--- src/rtl/sram_xfer_req.sv ---
`timescale 1ns/1ps
// sram_xfer_req: USB endpoint command -> SRAM DMA request handshake.
// Ports: cmd_* (command in), xfer_* (DMA request/done), rsp_* (status out), busy.
module sram_xfer_req #(
  parameter int              HOLD_CYCLES = 4,
  parameter int              TW          = 16,
  parameter logic [TW-1:0]   TIMEOUT     = 16'd8191
) (
  input  logic       clk,
  input  logic       reset_n,
  input  logic       cmd_valid,
  output logic       cmd_ready,
  input  logic       cmd_dir,
  input  logic [9:0] cmd_len,
  output logic       xfer_read,
  output logic       xfer_write,
  output logic [9:0] xfer_len,
  input  logic       xfer_done,
  output logic       rsp_valid,
  input  logic       rsp_ready,
  output logic [1:0] rsp_err,
  output logic       busy
);

  localparam int HW = (HOLD_CYCLES > 1) ? $clog2(HOLD_CYCLES) : 1;

  localparam logic [1:0] ERR_OK  = 2'b00;
  localparam logic [1:0] ERR_LEN = 2'b01;
  localparam logic [1:0] ERR_TMO = 2'b10;

  typedef enum logic [1:0] {
    IDLE,
    REQ,
    WAIT,
    RESP
  } state_t;

  state_t          state_q, state_d;
  logic [1:0]      err_q, err_d;
  logic            dir_q;
  logic [9:0]      len_q;
  logic [HW-1:0]   hold_q;
  logic [TW-1:0]   tmo_q;
  logic            d1, d2;
  logic            seen_q;

  logic accept;
  logic len_ok;
  logic done_edge;
  logic hold_last;
  logic tmo_hit;
  logic active;

  assign accept    = cmd_valid & (state_q == IDLE);
  assign len_ok    = ~cmd_len[0] & (cmd_len >= 10'd2)
                   & (cmd_len <= 10'd512);
  assign done_edge = d1 & ~d2;
  assign hold_last = hold_q == HW'(HOLD_CYCLES - 1);
  // >= so a counter that saturated in REQ still terminates in WAIT
  assign tmo_hit   = tmo_q >= (TIMEOUT - TW'(1));
  assign active    = (state_q == REQ) | (state_q == WAIT);

  always_comb begin
    state_d = state_q;
    err_d   = err_q;
    unique case (state_q)
      IDLE: begin
        if (cmd_valid) begin
          if (len_ok) begin
            state_d = REQ;
            err_d   = ERR_OK;
          end else begin
            state_d = RESP;
            err_d   = ERR_LEN;
          end
        end
      end
      REQ: begin
        // An edge landing in the final hold cycle must not be lost
        if (hold_last) begin
          if (seen_q | done_edge) begin
            state_d = RESP;
            err_d   = ERR_OK;
          end else begin
            state_d = WAIT;
          end
        end
      end
      WAIT: begin
        if (done_edge) begin
          state_d = RESP;
          err_d   = ERR_OK;
        end else if (tmo_hit) begin
          state_d = RESP;
          err_d   = ERR_TMO;
        end
      end
      RESP: begin
        if (rsp_ready) state_d = IDLE;
      end
      default: state_d = IDLE;
    endcase
  end

  always_ff @(posedge clk or negedge reset_n) begin
    if (!reset_n) begin
      state_q <= IDLE;
      err_q   <= ERR_OK;
      dir_q   <= 1'b0;
      len_q   <= '0;
      hold_q  <= '0;
      tmo_q   <= '0;
      d1      <= 1'b0;
      d2      <= 1'b0;
      seen_q  <= 1'b0;
    end else begin
      state_q <= state_d;
      err_q   <= err_d;
      d1      <= xfer_done;
      d2      <= d1;
      if (accept) begin
        dir_q  <= cmd_dir;
        len_q  <= cmd_len;
        hold_q <= '0;
        tmo_q  <= '0;
        seen_q <= 1'b0;
      end else begin
        if (state_q == REQ && !hold_last)
          hold_q <= hold_q + HW'(1);
        if (active && !(&tmo_q))
          tmo_q <= tmo_q + TW'(1);
        if (active && done_edge)
          seen_q <= 1'b1;
      end
    end
  end

  assign cmd_ready  = state_q == IDLE;
  assign busy       = state_q != IDLE;
  assign rsp_valid  = state_q == RESP;
  assign rsp_err    = err_q;
  assign xfer_read  = (state_q == REQ) & ~dir_q;
  assign xfer_write = (state_q == REQ) & dir_q;
  assign xfer_len   = len_q;

endmodule

--- config.mk ---
export PLATFORM = sky130hd
export DESIGN_NAME = sram_xfer_req
export DESIGN_NICKNAME = d
export VERILOG_FILES = /design/src/rtl/sram_xfer_req.sv
export SDC_FILE = /design/constraint.sdc
export NUM_CORES = 1
export LEC_CHECK = 0
export CORE_ASPECT_RATIO = 0.8
export CORE_MARGIN = 2
export CORE_UTILIZATION = 60
export DETAILED_ROUTE_END_ITERATION = 6
export DONT_BUFFER_PORTS = 1
export GPL_TIMING_DRIVEN = 1
export PLACE_DENSITY = 0.75
export SLEW_MARGIN = 20
export SYNTH_ARGS = -nofsm -noshare
export SYNTH_HDL_FRONTEND = slang
export SYNTH_SLANG_ARGS = --single-unit
export TNS_END_PERCENT = 30
--- constraint.sdc ---
create_clock -name clk -period 3.3 [get_ports clk]
set_clock_uncertainty 0.1 [all_clocks]
set_input_delay 0.495 -clock clk [delete_from_list [all_inputs] [get_ports clk]]
set_output_delay 0.495 -clock clk [all_outputs]
set_load 0.01 [all_outputs]
-- After elaboration in Yosys (flattened, before gate mapping)
Cells that the tools add are included.
Widths: inputs -> output; s select.
- register bits: 36
- output and inout bits: 17
- word-level logic and storage cells: 69
- add/subtract/negate cells: 2
- $lt $le $gt $ge: 3
- equality and inequality tests: 9
- muxes and demuxes: 21
- bitwise logic cells: 11
- reductions and logical operators: 14
- operator list (kind ; number):
    $mux 16 ; 2
    $mux 2 ; 13
    $add 16x1->16 const B ; 1
    $ge 16x13->1 const B ; 1
    $reduce_and 16->1 ; 1
    $ge 10x2->1 const B ; 1
    $le 10x10->1 const B ; 1
    $pmux 2 s4 ; 1
    $reduce_bool 2->1 ; 4
    $and 1x1->1 ; 6
    $eq 2x2->1 const B ; 3
    $pmux 2 s3 ; 1
    $reduce_and 5->1 ; 1
    $mux 1 ; 4
    $ne 2x1->1 const B ; 2
    $ne 2x2->1 const B ; 2
    $reduce_and 4->1 ; 1
    $logic_and 1x1->1 ; 3
    $ne 3x3->1 const B ; 1
    $not 1->1 ; 3
    $reduce_bool 3->1 ; 1
    $add 2x1->2 const B ; 1
    $eq 2x1->1 const B ; 1
    $logic_not 1->1 ; 2
    other kinds (2) ; 3

-- Logic depth before layout (Yosys ltp)
- depth after elaboration: 6
- gate-level depth with buffers: 7

-- Worst setup path after synthesis
OpenSTA, ideal clock, no wires.
- kind: register to register
- start point: register state_q[0]
- end point: register dir_q
- library setup time: 125 ps
- arrival: 1654 ps
- required time: 3075 ps
- setup slack: 1421 ps
- stages on the path, launching flop included: 6
- path buffers: 1
- period minus slack after synthesis: 1879 ps
- cell sequence: dfrtp_1 -> inv_1 -> ha_1 -> and2_1 -> clkbuf_1 -> mux2_2
- cells in the longest elaborated chain, start to end: 2
- ends and longest elaborated chain (what ; line ; RTL):
    start: declaration ; 38 ; state_t state_q, state_d;
    start signal: assignment ; 117 ; state_q <= state_d;
    $logic_not 2->1 ; n/a ;
    via cmd_ready ; 12 ; output logic cmd_ready,
    $and 1x1->1 ; 54 ; assign accept = cmd_valid & (state_q == IDLE);
    end signal: assignment ; 122 ; dir_q <= cmd_dir;
    end: declaration ; 40 ; logic dir_q;
The timed path passes the listed nets, and every way through them passes these cells.
A chain may end at the register's enable or synchronous reset.

-- Worst setup path after layout
- start point: register state_q[0]
- end point: register len_q[6], in the netlist xfer_len[6]
- cells in the longest elaborated chain, start to end: 2
- ends and longest elaborated chain (what ; line ; RTL):
    $logic_not 2->1 ; n/a ;
    via cmd_ready ; 12 ;
    $and 1x1->1 ; 54 ;
    end signal: assignment ; 123 ; len_q <= cmd_len;
    end: declaration ; 41 ; logic [9:0] len_q;
The timed path passes the listed nets, and every way through them passes these cells.

==> out/results.tsv <==
metric	value	unit
status	completed	
clock_path_buffers	2	
max-cap-violations	0	
first_pass_iters	5	
whs_endpoint	d1$_DFF_PN0_	
max_freq	450	MHz
synth.cell_area	1790	µm²
h-tree-depth	2	
totalWireLength	3300	µm
criticalPathCategory	reg2reg	
routedWlPerCell	15.6	µm
r2r-start	state_q[0]$_DFFE_PN0P_	
drc	0	
coreArea	2810	µm²
instances_no_fill	211	
top_layer	met4	
drive_gt1_frac	0.156	
cts_num_sinks	36	
synth_ff_type	dfrtp_1	
holdPathStages	0	
dpl.cell_count	201	
grt_pass1_vias	1163	
leakage	0.882	nW
place_ws	1.08	ns
drt_first_iter_violations	92	
drtAntennaViolNets	0	
core.rowCount	17	
finalCritPeriodShare	0.674	
grt_max_degree	37	
ir_worst_vdd	495	µV
async_reset_ff_frac	1.00	
vias	1222	
tightest_slew	0.832	ns
yosysSeqAreaShare	0.503	
io_pins	33	
fin_util	0.701	
wl_met2	1560	µm
cts_tree	yes	
layout_min_cycle_time	2.22	ns
dpl_cell_area	1830	µm²
synth_fp_nets	189	
min_from	xfer_done	
r2r-end	xfer_len[6]$_DFFE_PN0P_	
critPathMaxStageDelay	0.72	ns
rrSetupSlack	1.08	ns
ctsResizeCount	0	
die_height	52.9	µm
dieWidth	65.1	µm
cts_buffers	5	
dieArea	3440	µm²
layout_common_cells	dfrtp_1 (36), nor2_1 (24), xor2_1 (11), mux2_2 (11)	
syn-instance-count	166	
totalNegativeSetupSlack	0	ns
cts.clk_slew.worst_paths	0.07	ns
clockRootBuffer	clkbuf_8	
syn-mean-instance-area	10.8	µm²
cp.required	3.37	ns
via_per_inst	5.79	
setup_viol	0	
hpwlAfterDp	2340	µm
cp_max_fo	21	
ys_warn_count	0	
met1Wirelength	1520	µm
cp-start-kind	flop	
grt_overflow	0	
clock_latency	0.28	ns
syn_to_final_growth	9.85	%
synth-edff-count	0	
rsz0062_at_grt	no	
synth_cell_types	33	
grt_first_pass_wirelength	5570	µm
grt_usage	0.221	
synth_top_area_frac	0.503	
crit_chain	inv_1 -> ha_1 -> and2_1 -> mux2_2	
whs	0.143	ns
grt_antenna_before_repair	0	
hold_class	in2reg	
drv_slew	0	
met3_length	178	µm
endpoint_kind	flop	
power	1.77	mW
postCtsHoldBufs	2	
finalHoldViolCount	0	
worst_path_max_delay_cell	and2_1	
diodes	0	
crit_arrival	2.29	ns
final_common_cell	dfrtp_1	
finalNetCount	195	
fin_area	1970	µm²
slew_headroom	0.445	
fin_ws	1.08	ns
place.gp.congestion	0.813	
p_per_area	897	nW/µm²
initial_core_util	0.638	
yosys.area.top_type	dfrtp_1	
synth_seq_cells	36	
portBuffers	0	
synth_area_leaders	dfrtp_1 (50%), mux2_2 (6.9%), xor2_1 (5.4%)	
post-cts-setup-buffers	0	
worstRegToRegCells	4	
## logic make-up (layout without fill, tap and decap cells)
| logic type | Yosys count | in the layout | share of synthesized area |
|---|---|---|---|
| simple gates | 66 | 66 | 0.192 |
| mux | 15 | 15 | 0.0936 |
| buf+inv | 12 | 19 | 0.0258 |
| fa+ha+maj | 7 | 7 | 0.0489 |
| xor+xnor | 15 | 15 | 0.0733 |
| compound gates | 15 | 15 | 0.0635 |
| flops | 36 | 36 | 0.503 |
## where the power goes
group	switching, mW	internal, mW
logic	0.334	0.282
registers	0.178	0.600
clock network	0.148	0.224
## flip-flops by register name (all words and copies together) (netlist names)
register  flops
d1            1
d2            1
dir_q         1
hold_q        2
rsp_err       2
seen_q        1
state_q       2
tmo_q        16
xfer_len     10
## worst max-delay path, delay by kind of cell, from the launching register on
family	cells	cell delay, ns
muxes	1	0.42
adders and majority gates	1	0.31
buffers and inverters	1	0.12
and+or+nand+nor	1	0.72
DFF	1	0.43
## routing by layer
layer / GRT usage / up-vias
li1: - / 587
met1: 0.296 / 597
met2: 0.345 / 34
met3: 0.0660 / 4
met4: 0.0833 / 0
met5: 0 / -
## worst max path at each step
stage	startpoint	endpoint	cells after the start
4_1_cts	state_q[0]$_DFFE_PN0P_	xfer_len[6]$_DFFE_PN0P_	4
6_report	state_q[0]$_DFFE_PN0P_	xfer_len[6]$_DFFE_PN0P_	4
3_3_place_gp	state_q[0]$_DFFE_PN0P_	xfer_len[1]$_DFFE_PN0P_	4
2_1_floorplan	state_q[0]$_DFFE_PN0P_	dir_q$_DFFE_PN0P_	5
3_5_place_dp	state_q[0]$_DFFE_PN0P_	xfer_len[4]$_DFFE_PN0P_	4
5_1_grt	state_q[0]$_DFFE_PN0P_	xfer_len[5]$_DFFE_PN0P_	4
## final cells by class
class | count | area (µm²)
fill | 227 | 840
timing repair buffer | 3 | 37.5
inverter | 8 | 30.0
sequential | 36 | 901
clock buffer | 6 | 72.6
multi-input combinational | 118 | 845
tap | 38 | 47.5
clock inverter | 2 | 35.0
## Yosys cell counts, types with 6 or more instances
master	instances
inv_1	8
nand2_1	7
nor2_1	24
dfrtp_1	36
a21oi_1	6
xor2_1	11
nand4_1	8
ha_1	7
mux2_2	11
Power figures use the tool's default switching activity.
